`src/rtl/mem_bus_defs.sv`:
```
// ============================================================================
// mem_bus_defs
//   Shared encodings for the block mover and its memory-side bus.
//   Revision: 1.0
// ============================================================================
`default_nettype none

package mem_bus_defs;

    typedef enum logic [1:0] {
        IDLE = 2'd0,
        RD   = 2'd1,
        WR   = 2'd2,
        DONE = 2'd3
    } state_t;

    localparam logic MODE_COPY = 1'b0;
    localparam logic MODE_FILL = 1'b1;

    // Memory enables are active low
    localparam logic MEM_ON    = 1'b0;
    localparam logic MEM_OFF   = 1'b1;

endpackage

`default_nettype wire

```
`src/rtl/mem_xfer_counter.sv`:
```
// ============================================================================
// mem_xfer_counter
//   Source/destination pointers, remaining-word count and words-written tally.
//   Revision: 1.0
// ============================================================================
`default_nettype none

module mem_xfer_counter #(
    parameter int AddrWidth = 8
) (
    input  logic                 clk,
    input  logic                 rst_n,
    input  logic                 load,
    input  logic                 step,
    input  logic [AddrWidth-1:0] src_base,
    input  logic [AddrWidth-1:0] dst_base,
    input  logic [AddrWidth:0]   length,
    output logic [AddrWidth-1:0] src_ptr,
    output logic [AddrWidth-1:0] dst_ptr,
    output logic [AddrWidth:0]   words_done,
    output logic                 last
);

    localparam logic [AddrWidth-1:0] C_ONE_A = AddrWidth'(1);
    localparam logic [AddrWidth:0]   C_ONE_R = (AddrWidth + 1)'(1);

    logic [AddrWidth:0] r_remaining;

    // Pointers wrap naturally at 2^AddrWidth
    always_ff @(posedge clk or negedge rst_n) begin
        if (!rst_n) begin
            src_ptr     <= '0;
            dst_ptr     <= '0;
            words_done  <= '0;
            r_remaining <= '0;
        end else if (load) begin
            src_ptr     <= src_base;
            dst_ptr     <= dst_base;
            words_done  <= '0;
            r_remaining <= length;
        end else if (step) begin
            src_ptr     <= src_ptr + C_ONE_A;
            dst_ptr     <= dst_ptr + C_ONE_A;
            words_done  <= words_done + C_ONE_R;
            r_remaining <= r_remaining - C_ONE_R;
        end
    end

    assign last = (r_remaining == C_ONE_R);

endmodule

`default_nettype wire

```
`src/rtl/mem_block_mover.sv`:
```
// ============================================================================
// mem_block_mover
//   Block copy / block fill initiator for an active-low single-port BRAM.
//   Revision: 1.0
// ============================================================================
`default_nettype none

module mem_block_mover
    import mem_bus_defs::*;
#(
    parameter int AddrWidth = 8,
    parameter int DataWidth = 16
) (
    input  logic                 Clk,
    input  logic                 Reset_N,
    input  logic                 Start,
    input  logic                 Mode,
    input  logic [AddrWidth-1:0] Src_Addr,
    input  logic [AddrWidth-1:0] Dst_Addr,
    input  logic [AddrWidth:0]   Length,
    input  logic [DataWidth-1:0] Fill_Value,
    input  logic                 Abort,
    output logic                 Busy,
    output logic                 Done,
    output logic                 Aborted,
    output logic [AddrWidth:0]   Words_Done,
    output logic [AddrWidth-1:0] Mem_Address,
    output logic [DataWidth-1:0] Mem_DIn,
    input  logic [DataWidth-1:0] Mem_DOut,
    output logic                 Mem_Write_EN,
    output logic                 Mem_En
);

    localparam logic [AddrWidth-1:0] C_ONE_A = AddrWidth'(1);

    state_t               r_state;
    logic                 r_mode;
    logic [DataWidth-1:0] r_fill;

    logic                 w_load;
    logic                 w_step;
    logic [AddrWidth-1:0] w_src_ptr;
    logic [AddrWidth-1:0] w_dst_ptr;
    logic                 w_last;

    assign w_load = (r_state == IDLE) && Start;
    assign w_step = (r_state == WR);

    mem_xfer_counter #(
        .AddrWidth (AddrWidth)
    ) u_counter (
        .clk        (Clk),
        .rst_n      (Reset_N),
        .load       (w_load),
        .step       (w_step),
        .src_base   (Src_Addr),
        .dst_base   (Dst_Addr),
        .length     (Length),
        .src_ptr    (w_src_ptr),
        .dst_ptr    (w_dst_ptr),
        .words_done (Words_Done),
        .last       (w_last)
    );

    // Memory-side outputs are set for the state being entered, so they are
    // already stable when the memory samples on the following negedge.
    always_ff @(posedge Clk or negedge Reset_N) begin
        if (!Reset_N) begin
            r_state      <= IDLE;
            r_mode       <= MODE_COPY;
            r_fill       <= '0;
            Busy         <= 1'b0;
            Done         <= 1'b0;
            Aborted      <= 1'b0;
            Mem_Address  <= '0;
            Mem_DIn      <= '0;
            Mem_En       <= MEM_OFF;
            Mem_Write_EN <= MEM_OFF;
        end else begin
            Done <= 1'b0;
            case (r_state)
                IDLE: begin
                    if (Start) begin
                        r_mode  <= Mode;
                        r_fill  <= Fill_Value;
                        Aborted <= 1'b0;
                        if (Length == '0) begin
                            r_state <= DONE;
                            Done    <= 1'b1;
                        end else if (Mode == MODE_COPY) begin
                            r_state      <= RD;
                            Busy         <= 1'b1;
                            Mem_En       <= MEM_ON;
                            Mem_Write_EN <= MEM_OFF;
                            Mem_Address  <= Src_Addr;
                        end else begin
                            r_state      <= WR;
                            Busy         <= 1'b1;
                            Mem_En       <= MEM_ON;
                            Mem_Write_EN <= MEM_ON;
                            Mem_Address  <= Dst_Addr;
                            Mem_DIn      <= Fill_Value;
                        end
                    end
                end
                RD: begin
                    if (Abort) begin
                        r_state      <= DONE;
                        Busy         <= 1'b0;
                        Done         <= 1'b1;
                        Aborted      <= 1'b1;
                        Mem_En       <= MEM_OFF;
                        Mem_Write_EN <= MEM_OFF;
                    end else begin
                        r_state      <= WR;
                        Mem_Write_EN <= MEM_ON;
                        Mem_Address  <= w_dst_ptr;
                        Mem_DIn      <= Mem_DOut;
                    end
                end
                WR: begin
                    if (Abort || w_last) begin
                        r_state      <= DONE;
                        Busy         <= 1'b0;
                        Done         <= 1'b1;
                        Aborted      <= Abort;
                        Mem_En       <= MEM_OFF;
                        Mem_Write_EN <= MEM_OFF;
                    end else if (r_mode == MODE_COPY) begin
                        r_state      <= RD;
                        Mem_Write_EN <= MEM_OFF;
                        Mem_Address  <= w_src_ptr + C_ONE_A;
                    end else begin
                        Mem_Address  <= w_dst_ptr + C_ONE_A;
                        Mem_DIn      <= r_fill;
                    end
                end
                DONE: begin
                    r_state <= IDLE;
                end
                default: begin
                    r_state <= IDLE;
                end
            endcase
        end
    end

endmodule

`default_nettype wire

```
`config.mk`:
```
export PLATFORM = sky130hd
export DESIGN_NAME = mem_block_mover
export DESIGN_NICKNAME = d
export VERILOG_FILES = /design/src/rtl/mem_bus_defs.sv /design/src/rtl/mem_xfer_counter.sv /design/src/rtl/mem_block_mover.sv
export SDC_FILE = /design/constraint.sdc
export NUM_CORES = 1
export LEC_CHECK = 0
export ABC_AREA = 1
export CORE_AREA = 2 2 107 109
export DETAILED_ROUTE_END_ITERATION = 7
export DIE_AREA = 0 0 109 111
export MAX_ROUTING_LAYER = met4
export PLACE_DENSITY = 0.81
export SLEW_MARGIN = 20
export SYNTH_ARGS = -nofsm -noshare
export SYNTH_HDL_FRONTEND = slang
export SYNTH_HIERARCHICAL = 1
export SYNTH_SLANG_ARGS = --single-unit
```
`constraint.sdc`:
```
create_clock -name Clk -period 1.65 [get_ports Clk]
set_clock_uncertainty 0.15 [all_clocks]
set_input_delay 0.33 -clock Clk [delete_from_list [all_inputs] [get_ports Clk]]
set_output_delay 0.33 -clock Clk [all_outputs]
set_load 0.01 [all_outputs]
```
# After elaboration in Yosys (flattened, before gate mapping)
# Cells that the tools add are included.
# Widths: inputs -> output; s select.
# word_totals
word_cells	97
reg_bits	82
out_inout_bits	38
# classes
mux	53
eq_ne	13
reduce_logical	13
add_sub_neg	4
# ops
cell	count
$mux 16	6
$mux 8	10
$pmux 16 s3	1
$mux 9	4
$pmux 8 s3	1
$mux 1	20
$add 8x1->8 const B	2
$ne 2x2->1 const B	8
$pmux 1 s3	5
$mux 2	5
$reduce_and 5->1	2
$add 9x1->9 const B	1
$eq 9x1->1 const B	1
$logic_not 9->1	1
$sub 9x1->9 const B	1
$pmux 2 s4	1
$reduce_and 4->1	2
$reduce_and 7->1	1
$eq 2x2->1 const B	2
$reduce_and 2->1	2
$ne 3x3->1 const B	1
$reduce_bool 3->1	1
$eq 2x1->1 const B	1
$logic_not 2->1	1
other kinds (3)	3

# Longest topological paths before layout
# Gate-level depths: netlist (run 1).
# logic_depth
ltp_word	4
depth_mapped	12
mapped_depth_nobuf	12

# Hierarchy
# Netlist (run 1), hierarchy kept.
# modules_own_cells
module	area_each_um2	n_inst	cells_each
mem_block_mover	3002.9	1	407
mem_xfer_counter	2026.9	1	249

# Worst setup path before layout (run 1)
# Ideal clock, no wire load.
# synth_timing
path_kind	register to register
start	register r_state[0]
end	register u_counter.words_done[0]
n_path_buf	2
t_arrival_ps	1537
setup_ps	127
slack_ps	-164
stages_incl_launch_ff	12
path_cell_list	dfrtp_1 -> inv_1 -> ha_1 -> nand2_1 -> inv_1 -> buf_6 -> inv_6 -> nand2_4 -> inv_4 -> buf_4 -> nor2_1 -> a21oi_2
# synth_between
elab_chain_len	3
elab_cells_between_ends	5
cone_classes	eq/ne: 1; mux: 1; reduce/logical: 3
# synth_lines
item	line_no	source
start: declaration	mem_block_mover.sv:36	state_t r_state;
start signal: assignment	mem_block_mover.sv:69	r_state <= IDLE;
start signal: assignment	mem_block_mover.sv:88	r_state <= DONE;
start signal: assignment	mem_block_mover.sv:91	r_state <= RD;
$logic_not 2->1 *	mem_block_mover.sv:46	assign w_load = (r_state == IDLE) && Start;
$logic_and 1x1->1 *	mem_block_mover.sv:46	
net w_load	mem_block_mover.sv:40	logic w_load;
$mux 9 / $reduce_bool 2->1 (equally long branches)	--	
end signal: assignment	mem_xfer_counter.sv:44	words_done <= words_done + C_ONE_R;
end: declaration	mem_xfer_counter.sv:20	output logic [AddrWidth:0] words_done,
# Mark *: on every way through the listed nets, which the timed path passes. The rest lies on a longest branch.
# A chain may end at the register's enable or synchronous reset.

# Worst setup path in the final report (run 1)
# layout_timing
start	register u_counter.r_remaining[1]
end	register r_state[0]
# layout_between
elab_chain_len	4
elab_cells_between_ends	6
cone_classes	eq/ne: 2; mux: 2; reduce/logical: 2
# layout_lines
item	line_no	source
start: declaration	mem_xfer_counter.sv:27	logic [AddrWidth:0] r_remaining;
start signal: assignment	mem_xfer_counter.sv:40	r_remaining <= length;
start signal: assignment	mem_xfer_counter.sv:45	r_remaining <= r_remaining - C_ONE_R;
$eq 9x1->1 *	mem_xfer_counter.sv:49	assign last = (r_remaining == C_ONE_R);
net w_last	mem_block_mover.sv:44	logic w_last;
$logic_or 1x1->1 *	mem_block_mover.sv:122	if (Abort || w_last) begin
$mux 2 / $ne 3x3->1 (equally long branches)	--	
$pmux 2 s4 / $reduce_and 2->1 (equally long branches)	--	
end signal: assignment	mem_block_mover.sv:88	
end signal: assignment	mem_block_mover.sv:123	r_state <= DONE;
end signal: assignment	mem_block_mover.sv:130	r_state <= RD;
# Marks and branches as above.

==> results of run 1 <==
-- layer usage --
layer | vias to the layer above | global-route usage | part of all wire
li1 | 2526 | - | -
met2 | 401 | 0.480 | 0.48
met5 | - | - | 0
met1 | 2744 | 0.358 | 0.36
met3 | 143 | 0.0406 | 0.081
met4 | 0 | 0.136 | 0.070
-- worst min-delay path: stages, from the launching register on --
cell and delay (ns):
dfstp_2 0.37, nand2_2 0.05, nand2_1 0.04
-- repair_timing --
action,4_1_cts,5_1_grt
pin swaps,36,52
cloned,3,1
gates resized for setup,125,119
setup endpoints to repair,82,66
setup buffers,23,21
endpoints found under the hold margin,80,0
hold buffers,1,0
-- stage by stage --
step / util / hold slack, ns / TNS, ns
floorplan: - / -0.116 / -0.257
global placement: 0.591 / 0.247 / -12.64
detailed placement: 0.591 / 0.249 / -15.28
CTS: 0.658 / 0.322 / -2.14
global route: 0.714 / 0.326 / -10.93
finish: 0.714 / 0.314 / -7.72
-- path summary, 6_finish.rpt --
path	to	start
max	r_state[0]$_DFFE_PN0P_	u_counter/r_remaining[1]$_DFFE_PN0P_
max in group asynchronous	r_mode$_DFFE_PN0P_	Reset_N
min reg2reg	Mem_En$_DFFE_PN1P_	Mem_En$_DFFE_PN1P_
min in group asynchronous	u_counter/r_remaining[5]$_DFFE_PN0P_	Reset_N
max reg2reg	r_state[0]$_DFFE_PN0P_	u_counter/r_remaining[1]$_DFFE_PN0P_
min	Mem_En$_DFFE_PN1P_	Mem_En$_DFFE_PN1P_
-- cell type report --
| type | instances | area [um^2] | share of cell area |
|---|---|---|---|
| clock buffers | 9 | 225 | 0.0285 |
| clock inverters | 7 | 60.1 | 0.00760 |
| inverters | 61 | 302 | 0.0381 |
| multi-input cells | 485 | 3140 | 0.398 |
| flip-flops and latches | 82 | 2060 | 0.260 |
| well taps | 143 | 179 | 0.0226 |
| repair buffers | 203 | 1920 | 0.243 |
| repair inverters | 2 | 22.5 | 0.00285 |
-- power breakdown --
group	leakage, uW	switching [uW]	internal (uW)
combinational	0.00261	6460	4930
clock	0.000131	921	1040
sequential	0.00103	867	2940
total	0.00377	8250	8910
-- kinds of logic (layout without fill, tap and decap cells) --
kind of cell               count (synthesis)  after routing  synth area share
AOI/OAI and AO/OA                        125            125             0.157
xor gates and xnor gates                   7              7            0.0122
adders and majority gates                 11             11            0.0274
buffers and inverters                     90            282            0.0896
DFF                                       82             82             0.408
and+or+nand+nor                          341            342             0.305
-- cell usage after synthesis, types with 2 or more instances --
master	instances	area share
inv_1	48	0.036
o21ai_1	8	0.0080
o211ai_1	2	0.0030
inv_6	2	0.0035
nor2_1	39	0.029
ha_1	11	0.027
nand4_1	4	0.0050
o21ai_0	49	0.049
nand3_1	41	0.041
nand2_1	212	0.16
inv_4	2	0.0025
inv_2	9	0.0067
a22oi_1	12	0.018
xor2_1	6	0.010
nor2_4	6	0.013
o221ai_2	2	0.0060
dfrtp_1	80	0.40
nand2_2	22	0.027
nor3_1	2	0.0020
a22o_1	17	0.030
a21oi_1	22	0.022
dfstp_2	2	0.010
buf_6	7	0.016
nand2_4	3	0.0067
o21bai_1	5	0.0075
clkbuf_1	5	0.0037
buf_4	4	0.0060
buf_2	11	0.011
nor2_2	6	0.0075
-- cells in the final DEF, fill, tap and decap left out, types with 5 or more instances in the layout --
| master | n |
|---|---|
| buf_4 | 72 |
| nor2_2 | 13 |
| a22oi_2 | 11 |
| o21ai_0 | 39 |
| o21bai_1 | 5 |
| inv_2 | 8 |
| clkdlybuf4s50_1 | 60 |
| nand3_1 | 23 |
| nand2_4 | 13 |
| xor2_1 | 6 |
| a22o_1 | 17 |
| dlygate4sd2_1 | 37 |
| inv_1 | 42 |
| buf_12 | 6 |
| o21ai_2 | 7 |
| clkbuf_16 | 10 |
| dfrtp_1 | 79 |
| nor2_4 | 15 |
| ha_4 | 5 |
| buf_6 | 22 |
| nor2_1 | 23 |
| inv_8 | 7 |
| a21oi_2 | 6 |
| nand3_2 | 16 |
| o21ai_1 | 10 |
| nand2_2 | 48 |
| a21oi_1 | 17 |
| nand2_1 | 174 |
-- registers in the layout (all words and copies together) (netlist names) --
signal / count
u_counter/r_remaining: 9
r_fill: 16
Mem_En: 1
Mem_Write_EN: 1
u_counter/dst_ptr: 8
u_counter/src_ptr: 8
Done: 1
Busy: 1
u_counter/words_done: 9
Mem_Address: 8
Aborted: 1
r_state: 2
Mem_DIn: 16
r_mode: 1
==> summary.txt, run 1 <==
CP cell instances: inv_2 > ha_4 > nand3_4 > nor2_4 > nor2_4 > inv_2 > nor3_4 > nor2_2 > buf_4 > nand2_1 > o21ai_1
PnR Total Power: 17,200 uW
Maximum fanout along the worst path: 3
P&R area growth vs syn: 57.2%
Min Tclk post-route: 1.91 ns
FF+latch count, synth: 82
TritonRoute pass-1 iters: 8
Count of different cell masters after synthesis: 46
GRT Overall Usage: 0.294
Syn Std Cell Area: 5030 um^2
Fin. max-slew vios: 0
Largest net degree at the start of global routing: 83
I/O Buffers: 99
Post-synthesis async set-or-reset flop share: 1.00
Critical-path cell with the highest stage delay: dfrtp_1
Setup CP Type: reg -> reg
Die height: 111 um
Leakage power: 0.00377 uW
H-Tree Depth: 3
RD Place Congestion: 0.922
Synth Net Count: 729
Element type at the critical path end: flop
Worst endpoint data arrival time: 1.99 ns
Post-DP HPWL: 10.3 mm
First-pass GRT wire length: 27.0 mm
Post-Syn Instances: 656
Worst slack at placement: -0.347 ns
Die area: 12,100 um^2
RSZ-0062 raised after global routing: true
Final Non-Filler Cells: 992
Post-DP Area: 6550 um^2
Synthesis Warnings: 6
Register area share after synthesis: 0.408
Cell family with most CP delay: simple AND/OR/NAND/NOR gates
Main synth FF type: dfrtp_1
Worst path depth: 11
Via Count: 5,814
NumNets Final: 917
Remaining DRCs: 0
Reg2reg path depth: 11
Sink Count: 82
Total global routing overflow: 0
Final hold viol count: 0
Number of nets with antenna violations after routing: 0
Status: complete, but fails checks
Fillers: 710
Final worst-path setup slack: -0.259 ns
Post-Syn Area per Cell: 7.67 um^2
Clock latency on the worst-skew pair: 0.35 ns
WP data required: 1.73 ns
Post-synth EDFFs: 0
Max Freq: 0.524 GHz
Element type at the critical path start: flop
WHS Path Cells: 2
Maximum vdd ir drop: 0.00112 V
CTS tree: yes
Hold Crit Class: reg -> reg
Setup violations, final: 65
Max Buffers Root-to-Sink: 2
Root buffer cell: clkbuf_16
Starting density of the core: 0.454
Die width: 109 um
R2R Setup Slk: -0.26 ns
Failing checks: setup timing
Initial antenna violation count: 0
Vias in the first global route: 5,384
Worst-margin pin slew: 0.471 ns
Antenna Cells: 0
Buf+Inv Stages, Crit Path: 3
CTS buffer count: 9
Post-DR wirelength/cell: 19.7 um
Total Wirelength: 19.5 mm
PD cells: 2170 nW/um^2
MaxCap Viol Count: 0
Vias per std cell: 5.86
Placed cells: 930
Relative slew slack: 0.685
Layout cell share with drive strength beyond 1: 0.352
Starting DRT DRC Count: 594
Rows: 39
Post-route cell area: 7910 um^2
Crit share post-route: 1.16
Clk slew on worst S/H paths: 0.07 ns
Core area: 11,100 um^2
Largest stage delay on the critical path: 0.39 ns
Boundary Pins: 100
Note: power is estimated with default switching activity, not from simulation.
==> inputs of run 2 (changes only) <==
Settings changed: CORE_AREA 2 2 107 109 to 2 2 110 112, DIE_AREA 0 0 109 111 to 0 0 112 114, HOLD_SLACK_MARGIN set to 0.08, PLACE_DENSITY 0.81 to 0.78.
==> summary.txt, run 2 (synthesis results as in run 1) <==
Total global routing overflow: 0
Setup violations, final: 62
MaxCap Viol Count: 0
NumNets Final: 907
Boundary Pins: 100
Leakage power: 0.00367 uW
CTS tree: yes
Core area: 11,700 um^2
H-Tree Depth: 3
First-pass GRT wire length: 25.4 mm
Critical-path cell with the highest stage delay: dfrtp_1
Vias per std cell: 5.63
Fin. max-slew vios: 0
TNS Setup: -4.97 ns
Number of nets with antenna violations after routing: 0
Maximum vdd ir drop: 0.000894 V
Max Buffers Root-to-Sink: 2
Failing checks: setup timing
Worst path depth: 9
Starting density of the core: 0.429
Top flop regs: Mem_DIn x16, r_fill x16
Setup CP Type: reg -> reg
Layout cell share with drive strength beyond 1: 0.310
I/O Buffers: 99
PD cells: 2140 nW/um^2
Fillers: 868
Largest stage delay on the critical path: 0.37 ns
Leading cell types in the layout, fill and taps excluded: nand2_1 (187), dfrtp_1 (78), buf_4 (62)
WP data required: 1.74 ns
Buf+Inv Stages, Crit Path: 3
Met2 usage: 0.432
M1 GR Usage: 0.299
Worst endpoint data arrival time: 1.97 ns
Rows: 40
Status: complete, but fails checks
Remaining DRCs: 0
Cell family with most CP delay: buffers and inverters
Die area: 12,800 um^2
Post-DP HPWL: 10.3 mm
CP cell instances: inv_2 > ha_4 > inv_2 > o22ai_4 > nor2_4 > nand2_8 > clkbuf_16 > nand2_2 > nand2_2
Via Count: 5,553
TritonRoute pass-1 iters: 5
Die height: 114 um
Total Wirelength: 17.6 mm
Vias in the first global route: 5,428
Minimum hold slack: 0.318 ns
Maximum fanout along the worst path: 7
Final worst-path setup slack: -0.230 ns
Final hold viol count: 0
RD Place Congestion: 0.901
Min Tclk post-route: 1.88 ns
GRT busiest layer: met2
Initial antenna violation count: 0
RSZ-0062 raised after global routing: true
Crit share post-route: 1.14
Element type at the critical path end: flop
Largest net degree at the start of global routing: 83
Most common cell after layout, fill and taps aside: nand2_1
Clk slew on worst S/H paths: 0.07 ns
Hold Crit Class: reg -> reg
GRT Overall Usage: 0.254
Sink Count: 82
Die width: 112 um
P&R area growth vs syn: 53.8%
CTS buffer count: 9
Worst-margin pin slew: 0.471 ns
Element type at the critical path start: flop
Reg2reg path depth: 9
Relative slew slack: 0.686
Post-DR wirelength/cell: 17.9 um
Clock latency on the worst-skew pair: 0.35 ns
Grt met3 use: 0.0409
Root buffer cell: clkbuf_16
Antenna Cells: 0
Starting DRT DRC Count: 474
Max Freq: 0.532 GHz
WHS Path Cells: 2
## run 2: cell types whose count changed in the layout (fill, tap and decap cells not counted), moves of 7 or more
cell     change
buf_4       -10
nand3_1      +7
nand2_1     +13
nand2_2      -7
## run 2: power by group
| group | switching (uW) | internal (uW) | total, uW |
|---|---|---|---|
| clock | 927 | 1340 | 2270 |
| combinational | 5890 | 4650 | 10500 |
| sequential | 793 | 2940 | 3730 |
| total | 7610 | 8930 | 16500 |
## run 2: worst reg2reg max path: stages (launching register included)
cell	delay (ns)
dfrtp_1	0.37
inv_2	0.08
ha_4	0.21
inv_2	0.19
o22ai_4	0.11
nor2_4	0.19
nand2_8	0.14
clkbuf_16	0.20
nand2_2	0.08
nand2_2	0.06
## run 2: routing by layer
layer | part of all wire | routed length (um)
met1 | 0.39 | 6880
met2 | 0.50 | 8790
met3 | 0.063 | 1110
met4 | 0.047 | 820
met5 | 0 | 0
## run 2: cell type report
type	instances	area [um^2]	share of cell area
multi-input cells	486	3000	0.388
clock inverters	7	103	0.0133
repair buffers	192	1850	0.239
repair inverters	2	22.5	0.00291
inverters	61	299	0.0387
clock buffers	9	225	0.0291
flip-flops and latches	82	2060	0.266
well taps	147	184	0.0238
## run 2: path summary, 6_finish.rpt
kind                       slack (ns)                    from                                   end
min in group asynchronous        0.37                 Reset_N  u_counter/r_remaining[7]$_DFFE_PN0P_
min                              0.32      Mem_En$_DFFE_PN1P_                    Mem_En$_DFFE_PN1P_
min reg2reg                      0.32      Mem_En$_DFFE_PN1P_                    Mem_En$_DFFE_PN1P_
max reg2reg                     -0.23  r_state[0]$_DFFE_PN0P_               Mem_DIn[13]$_DFFE_PN0P_
max in group asynchronous        0.57                 Reset_N                    Mem_En$_DFFE_PN1P_
max                             -0.23  r_state[0]$_DFFE_PN0P_               Mem_DIn[13]$_DFFE_PN0P_
## run 2: through the flow
stage	cells	total power (uW)	setup slack (ns)	util	cell area, um^2
floorplan	656	8720	-0.0279	-	5070
global placement	931	11300	-0.245	0.558	6530
detailed placement	931	11600	-0.314	0.558	6530
CTS	974	14800	-0.133	0.621	7280
global route	986	17500	-0.282	0.660	7730
finish	986	16500	-0.230	0.660	7730
## run 2: what timing repair did
action,in CTS,in global routing
hold buffers,1,0
hold endpoints to repair,80,0
pin swaps,23,37
setup buffers,23,10
gates cloned,4,2
setup endpoints to repair,87,65
resized for setup,104,98
==> inputs of run 3 (changes only) <==
Settings changed: SLEW_MARGIN 20 to 25.
==> results of run 3 <==
No change in the layout: final DEF, timing and power equal those of run 2.
